**config.mk**
```make
export PLATFORM = sky130hd
export DESIGN_NAME = alu_seq
export DESIGN_NICKNAME = d
export VERILOG_FILES = /design/src/rtl/alu_seq.sv
export SDC_FILE = /design/constraint.sdc
export NUM_CORES = 1
export LEC_CHECK = 0
export ABC_AREA = 1
export CAP_MARGIN = 20
export CORE_AREA = 2 2 208 210
export CTS_CLUSTER_DIAMETER = 50
export CTS_CLUSTER_SIZE = 40
export DETAILED_ROUTE_END_ITERATION = 7
export DIE_AREA = 0 0 210 212
export SLEW_MARGIN = 10
export SYNTH_ARGS = -nofsm -noshare
export SYNTH_HDL_FRONTEND = slang
export SYNTH_SLANG_ARGS = --single-unit
```
**constraint.sdc**
```tcl
create_clock -name clk -period 8.2 [get_ports clk]
set_clock_uncertainty 0.2 [all_clocks]
set_input_delay 1.64 -clock clk [delete_from_list [all_inputs] [get_ports clk]]
set_output_delay 1.64 -clock clk [all_outputs]
set_load 0.02 [all_outputs]
```
**src/rtl/alu_seq.sv**
```systemverilog
// alu_seq: multi-cycle unsigned ALU (single-pass add/sub, shift-add multiply, restoring divide).
// Build option: define ALU_SEQ_REM_EN to add the `remainder` output port.
module alu_seq #(
  parameter int WIDTH = 32
) (
  input  logic             clk,
  input  logic             rst,
  input  logic             in_valid,
  output logic             in_ready,
  input  logic [WIDTH-1:0] a,
  input  logic [WIDTH-1:0] b,
  input  logic [1:0]       opcode,
  output logic             out_valid,
  input  logic             out_ready,
  output logic [WIDTH-1:0] result,
  output logic             div_by_zero,
  output logic             busy,
  output logic [1:0]       state_dbg
`ifdef ALU_SEQ_REM_EN
  ,
  output logic [WIDTH-1:0] remainder
`endif
);

  localparam int            CW       = (WIDTH > 1) ? $clog2(WIDTH) : 1;
  localparam logic [CW-1:0] CNT_LAST = CW'(WIDTH - 1);

  localparam logic [1:0] OP_ADD = 2'b00;
  localparam logic [1:0] OP_SUB = 2'b01;
  localparam logic [1:0] OP_MUL = 2'b10;

  typedef enum logic [1:0] {
    S_IDLE = 2'd0,
    S_CALC = 2'd1,
    S_DONE = 2'd2
  } state_t;

  state_t           state_q;
  logic [1:0]       op_q;
  logic [WIDTH-1:0] a_q;
  logic [WIDTH-1:0] b_q;
  logic [WIDTH-1:0] wk_q;
  logic [WIDTH-1:0] acc_q;
  logic [CW-1:0]    cnt_q;
  logic [WIDTH-1:0] result_q;
  logic             dbz_q;
  logic             out_valid_q;
  logic             in_ready_q;
  logic             busy_q;
`ifdef ALU_SEQ_REM_EN
  logic [WIDTH-1:0] rem_q;
  logic [WIDTH-1:0] rem_d;
`endif

  logic [WIDTH-1:0] acc_d;
  logic [WIDTH-1:0] wk_d;
  logic [WIDTH-1:0] a_d;
  logic [WIDTH:0]   rem_sh;
  logic [WIDTH:0]   div_diff;
  logic [WIDTH-1:0] res_d;
  logic             dbz_d;
  logic             start_calc;

  // Handshakes: a transfer happens on a rising edge where valid && ready are both high.
  // in_ready is high only in IDLE; out_valid, once raised, holds with stable data until
  // the edge where out_ready is also high.
  assign in_ready    = in_ready_q;
  assign out_valid   = out_valid_q;
  assign result      = result_q;
  assign div_by_zero = dbz_q;
  assign busy        = busy_q;
  assign state_dbg   = state_q;
`ifdef ALU_SEQ_REM_EN
  assign remainder   = rem_q;
`endif

  assign start_calc = (opcode == OP_MUL) || ((opcode != OP_ADD) && (opcode != OP_SUB) && (b != '0));

  // One iteration step. MUL: wk holds the multiplier (LSB first), a_q the shifted
  // multiplicand. DIV: wk shifts the dividend out of its MSB and quotient bits into its LSB.
  always_comb begin
    acc_d    = acc_q;
    wk_d     = wk_q;
    a_d      = a_q;
    rem_sh   = {acc_q, wk_q[WIDTH-1]};
    div_diff = rem_sh - {1'b0, b_q};
    if (op_q == OP_MUL) begin
      acc_d = acc_q + (wk_q[0] ? a_q : '0);
      wk_d  = wk_q >> 1;
      a_d   = a_q << 1;
    end else if (!div_diff[WIDTH]) begin
      acc_d = div_diff[WIDTH-1:0];
      wk_d  = {wk_q[WIDTH-2:0], 1'b1};
    end else begin
      acc_d = rem_sh[WIDTH-1:0];
      wk_d  = {wk_q[WIDTH-2:0], 1'b0};
    end
  end

  always_comb begin
    res_d = '0;
    dbz_d = 1'b0;
`ifdef ALU_SEQ_REM_EN
    rem_d = '0;
`endif
    case (op_q)
      OP_ADD: res_d = a_q + b_q;
      OP_SUB: res_d = a_q - b_q;
      OP_MUL: res_d = acc_q;
      default: begin
        if (b_q == '0) begin
          res_d = '1;
          dbz_d = 1'b1;
`ifdef ALU_SEQ_REM_EN
          rem_d = wk_q;
`endif
        end else begin
          res_d = wk_q;
`ifdef ALU_SEQ_REM_EN
          rem_d = acc_q;
`endif
        end
      end
    endcase
  end

  always_ff @(posedge clk or posedge rst) begin
    if (rst) begin
      state_q     <= S_IDLE;
      op_q        <= OP_ADD;
      a_q         <= '0;
      b_q         <= '0;
      wk_q        <= '0;
      acc_q       <= '0;
      cnt_q       <= '0;
      result_q    <= '0;
      dbz_q       <= 1'b0;
      out_valid_q <= 1'b0;
      in_ready_q  <= 1'b1;
      busy_q      <= 1'b0;
`ifdef ALU_SEQ_REM_EN
      rem_q       <= '0;
`endif
    end else begin
      case (state_q)
        S_IDLE: begin
          if (in_valid && in_ready_q) begin
            op_q       <= opcode;
            a_q        <= a;
            b_q        <= b;
            wk_q       <= (opcode == OP_MUL) ? b : a;
            acc_q      <= '0;
            cnt_q      <= '0;
            in_ready_q <= 1'b0;
            busy_q     <= 1'b1;
            state_q    <= start_calc ? S_CALC : S_DONE;
          end
        end
        S_CALC: begin
          acc_q <= acc_d;
          wk_q  <= wk_d;
          a_q   <= a_d;
          cnt_q <= cnt_q + CW'(1);
          if (cnt_q == CNT_LAST) begin
            state_q <= S_DONE;
          end
        end
        S_DONE: begin
          // First DONE cycle registers the result; it then waits for the consumer.
          if (!out_valid_q) begin
            out_valid_q <= 1'b1;
            result_q    <= res_d;
            dbz_q       <= dbz_d;
`ifdef ALU_SEQ_REM_EN
            rem_q       <= rem_d;
`endif
          end else if (out_ready) begin
            out_valid_q <= 1'b0;
            in_ready_q  <= 1'b1;
            busy_q      <= 1'b0;
            state_q     <= S_IDLE;
          end
        end
        default: begin
          state_q     <= S_IDLE;
          out_valid_q <= 1'b0;
          in_ready_q  <= 1'b1;
          busy_q      <= 1'b0;
        end
      endcase
    end
  end

endmodule

```
; Yosys cells after proc, flatten, opt, wreduce, memory -nomap -nowiden
; Index checks and enable logic that the tools add are counted.
[op_classes]
addsub = 5
eq_ne = 12
mux = 36
n_bitwise = 2
reduce_logical = 18
[ops]
columns = op, n
row1 = $mux 32, 10
row2 = $pmux 32 s2, 3
row3 = $pmux 32 s3, 1
row4 = $add 32x32->32, 2
row5 = $sub 33x32->33, 1
row6 = $logic_not 32->1, 1
row7 = $reduce_bool 32->1, 1
row8 = $sub 32x32->32, 1
row9 = $mux 1, 11
row10 = $mux 2, 5
row11 = $ne 2x2->1 const B, 5
row12 = $pmux 5 s2, 1
row13 = $reduce_and 4->1, 2
row14 = $eq 2x2->1 const B, 3
row15 = $pmux 1 s3, 2
row16 = $pmux 2 s3, 1
row17 = $reduce_and 2->1, 3
row18 = $add 5x1->5 const B, 1
row19 = $eq 5x5->1 const B, 1
row20 = $mux 5, 1
row21 = $eq 2x1->1 const B, 2
row22 = $logic_not 2->1, 2
row23 = $reduce_bool 2->1, 2
row24 = $logic_and 1x1->1, 3
row25 = 7 further kinds, 8
[totals]
register_bits = 173
input_bits = 70
output_inout_bits = 38
word_cells = 85

; Longest topological paths before layout
[logic_depth]
depth_word = 7
depth_mapped = 22
mapped_depth_nobuf = 22

; Least setup slack after synthesis
; Ideal clock, no wire load.
[synth_path]
path_kind = register to register
start = register b_q[1]
end = register result_q[31] (netlist: result[31])
setup_ns = 0.122
arrival_ns = 2.882
t_required_ns = 7.878
setup_slack_ns = 4.995
path_stages_with_launch = 23
path_buffers = 0
period_less_slack_ns = 3.205
path_cell_list = dfrtp_1 inv_1 ha_1 nand4_2 nor2_1 nand3_1 nor2_1 nand3_1 o21ai_0 o21ai_0 xor2_1 ha_1 nand2_1 nor2_1 inv_1 nor2_1 inv_1 nor3_1 nand2_1 nand3_1 nand2_1 nand3_1 a21oi_1
[synth_via]
elab_chain_len = 3
word_cells_on_any_way = 5
cone_classes = add/sub: 2 / mux: 2 / reduce/logical: 1
[synth_rtl]
columns = element, line_no
row1 = "start, declared", 41  ; logic [WIDTH-1:0] b_q;
row2 = "start signal, assigned", 132  ; b_q <= '0;
row3 = "start signal, assigned", 150  ; b_q <= b;
row4 = "parallel branches: the longest is 2 deep, another holds $sub 32x32->32", n/a
row5 = $pmux 32 s3 (*), 106  ; case (op_q)
row6 = "end signal, assigned", 172  ; result_q <= res_d;
row7 = "end, declared", 45  ; logic [WIDTH-1:0] result_q;
; Every way passes the cells marked *.
; A chain may end at the register's enable or synchronous reset.

; Worst setup path after layout
[layout_path]
start = register b_q[1]
end = register result_q[27] (netlist: result[27])
; The elaborated chain is that of the path after synthesis.

==> metrics.txt <==
cell family with most CP delay=compound AO/OA/AOI/OAI gates; Total GRT Usage=30.1%; pwr/cell area=94.9 mW/mm^2; Hold Startpoint=result[17]; CP endpoint=result[27]; DR iter-0 viols=1681; Setup Viol. Count Final=0; IO Count=108; CTS Buf Count=17; register area share after synthesis=26.0%; P_leak=10.3 nW; synth unique cells=52; Core Rows=76; kind of start point of the critical path=register; R2R cell count=19; CP Cell Sequence=inv_1 > ha_1 > nand4_2 > nor2_1 > nand3_1 > nor2_1 > nand3_1 > o21ai_0 > xor2_1 > ha_1 > a21oi_1 > o21ai_0 > a21oi_1 > nor2_1 > nor2_1 > nand2_1 > nand2_1 > nand3_1 > a21boi_0; Cells after Synth=2690; CP max-delay cell=a21oi_1; dpl ws=3.69 ns; synthesized area per cell=6.20 um^2; Layout Nets=2923; CTS sink count=173; DRT antenna net count=0; clock latency on the worst-skew pair=0.46 ns; hold buffers post-CTS=0; Max-Cap Viols=0; PortBufs=107; minimum clock period=4.31 ns; die area=0.0445 mm^2; GPL Wtd Cong=0.995; WL final=66600 um; max-slew violation count=0; initial antenna violation count=1; Hold Crit Depth=2; Bufs on Longest Clock Path=2; R2R setup slack=3.89 ns; crit path from=b_q[1]; CP bufs+invs=1; final hold violations=0; fill cell total of the finished layout=4567; f_max=0.232 GHz; final worst-path cycle share=52.6%; r2r startpoint=b_q[1]; post-CTS sizing=0; crit path DAT=4.49 ns; Required @ worst endpoint=8.38 ns; Layout area overhead=13.1%; core footprint=0.0425 mm^2; Overflow after GRT=0; crit path kind=register to register; final setup margin=3.89 ns; Detailed Place HPWL=52700 um; Max VDD drop=0.000120 V; CTS tree=done; CTS root buffer=clkbuf_16; CP max FO=7; Mapped Nets=2860; share of cells above drive strength 1=4.48%; detailed-route via count=18.0k; TNS Setup=0 ns; Initial Util=39.2%; worst slew pin tran=0.965 ns; RSZ-0062 raised after global routing=no; status=complete, no violations; die extent in x=210 um; DR vias/cell=5.44; Mapped Area=0.0167 mm^2; number of global-route vias before repair=16.9k; pin count of the biggest net entering global routing=121; Syn. warnings=0; drt pass-1 iters=6; reg2reg end=result[27]; Setup Buffers After CTS=0; Slew Limit Headroom=35.7%; residual DRC count=0; global-route wire length before repair=101000 um; Critical Path Stages=19; die height=212 um; most frequent CP cell=nor2_1; clock-pin slew on the worst setup and hold paths=0.07 ns; Routed WL per cell=20.1 um; Largest stage delay, worst path=0.39 ns; CP endpoint kind=register; register bit total from synthesis=173; H-tree levels=4; Worst Hold Class=register to register
[synth_stat cells (all sizes together)]
library cell / n / area share (%)
inv: 426 / 9.6
nand2: 840 / 19
nor4: 4 / 0.15
o21ai: 182 / 5.5
clkinv: 1 / 0.022
o221ai: 6 / 0.32
o21a: 11 / 0.50
a21boi: 12 / 0.54
xor2: 36 / 1.9
a211oi: 4 / 0.18
a31oi: 19 / 0.71
a22oi: 17 / 0.77
o22ai: 4 / 0.15
nor3: 24 / 0.81
nand4: 29 / 1.1
and2: 8 / 0.30
fa: 3 / 0.36
xnor2: 16 / 0.84
o31ai: 2 / 0.090
a22o: 3 / 0.16
buf: 27 / 0.93
o211ai: 57 / 2.6
nand3b: 21 / 0.95
o21bai: 12 / 0.54
nor2: 234 / 5.4
a2bb2oi: 6 / 0.32
ha: 97 / 7.3
nand3: 183 / 5.6
a21o: 4 / 0.18
and3: 2 / 0.075
or2: 22 / 0.83
clkbuf: 55 / 1.2
dfstp: 1 / 0.16
a221oi: 7 / 0.37
dfrtp: 172 / 26
a21oi: 143 / 4.4
[report_power, final]
part           leakage, nW  internal, W   total, W  switching (W)
Combinational         8.03    0.0000400  0.0000965      0.0000564
Sequential            2.01     0.000852   0.000852              0
Clock                0.275     0.000434   0.000842       0.000408
Total                 10.3      0.00133    0.00179       0.000464
[through the flow]
step	std cells	total power, W	utilization [%]	cell area, um^2	hold slack (ns)
after detailed placement	3278	0.000964	42.9	18300	0.278
after CTS	3310	0.00180	44.3	18800	0.293
after global routing	3312	0.00184	44.4	18900	0.312
after floorplan	2690	0.000903	-	16700	0.272
final	3313	0.00179	44.4	18900	0.290
after global placement	3278	0.000965	42.9	18300	0.272
[placed cells by master (no fill, tap or decap), types with 6 or more instances in the layout]
cell type        netlist  routed
o221ai_1               6       6
xor2_1                36      36
a31oi_1               19      19
buf_4                  0      18
clkdlybuf4s50_1        0     107
nand2_1              826     826
and2_1                 8       8
nand3b_1              21      21
nand2_4                6       6
or2_2                 22      22
a2bb2oi_1              6       6
inv_1                414     413
nand2_2                7       7
a22oi_1               17      17
nand4_1               28      28
nor2_4                 2       8
o211ai_1              57      57
xnor2_1               16      16
o21ai_0              176     176
nor3_1                21      21
a21boi_0              12      12
a21oi_1              141     141
nand3_1              181     181
inv_2                 12      12
ha_1                  97      97
nor2_2                 6       6
nor2_1               226     220
o21a_1                11      11
dfrtp_1              172     172
o21bai_1              12      12
a221oi_1               7       7
clkbuf_16              0      17
[worst reg2reg max path, cell delays in order, from the launching register on]
cell and delay [ns]:
dfrtp_1 0.37, inv_1 0.27, ha_1 0.29, nand4_2 0.18, nor2_1 0.13, nand3_1 0.11, nor2_1 0.15, nand3_1 0.17
o21ai_0 0.31, xor2_1 0.19, ha_1 0.33, a21oi_1 0.24, o21ai_0 0.24, a21oi_1 0.39, nor2_1 0.10, nor2_1 0.21
nand2_1 0.08, nand2_1 0.06, nand3_1 0.06, a21boi_0 0.16
[per-layer routing]
metal | track usage (%) | up-vias | part of all wire, %
li1 | - | 8795 | -
met2 | 48.4 | 656 | 45
met4 | 14.2 | 0 | 4.7
met3 | 3.74 | 127 | 6.1
met5 | 0 | - | 0
met1 | 40.3 | 8433 | 44
[logic make-up (layout without fill, tap and decap cells)]
| logic type | after synthesis | in the layout | share of synthesized area (%) |
|---|---|---|---|
| AOI/OAI and AO/OA | 489 | 489 | 17.3 |
| buffers and inverters | 509 | 585 | 11.8 |
| other | 0 | 1 | 0 |
| DFF | 173 | 173 | 26.0 |
| adders and majority gates | 100 | 100 | 7.64 |
| and+or+nand+nor | 1367 | 1367 | 34.6 |
| xor gates and xnor gates | 52 | 52 | 2.73 |
[flip-flops by register name (all words and copies together) (netlist names)]
register and count:
out_valid 1, state_dbg 2, result 32, div_by_zero 1, b_q 32, a_q 32, busy 1, in_ready 1
acc_q 32, op_q 2, cnt_q 5, wk_q 32
[how the worst min path moves through the flow]
| stage | to | slack [ns] |
|---|---|---|
| 2_1_floorplan | cnt_q[4] | 0.27 |
| 4_1_cts | result[17] | 0.29 |
| 3_3_place_gp | result[17] | 0.27 |
| 5_1_grt | result[15] | 0.31 |
| 6_report | result[17] | 0.29 |
| 3_5_place_dp | result[17] | 0.28 |
[layout make-up]
class	count	area (um^2)	area share [%]
tap	546	683	3.62
inverter	427	1610	8.54
clock inverter	13	129	0.683
clock buffer	19	443	2.35
timing repair buffer	126	1230	6.54
sequential	173	4330	23.0
multi-input combinational	2008	10400	55.3
antenna	1	2.50	0.0133
No activity file was read; power rests on OpenSTA's default activity.
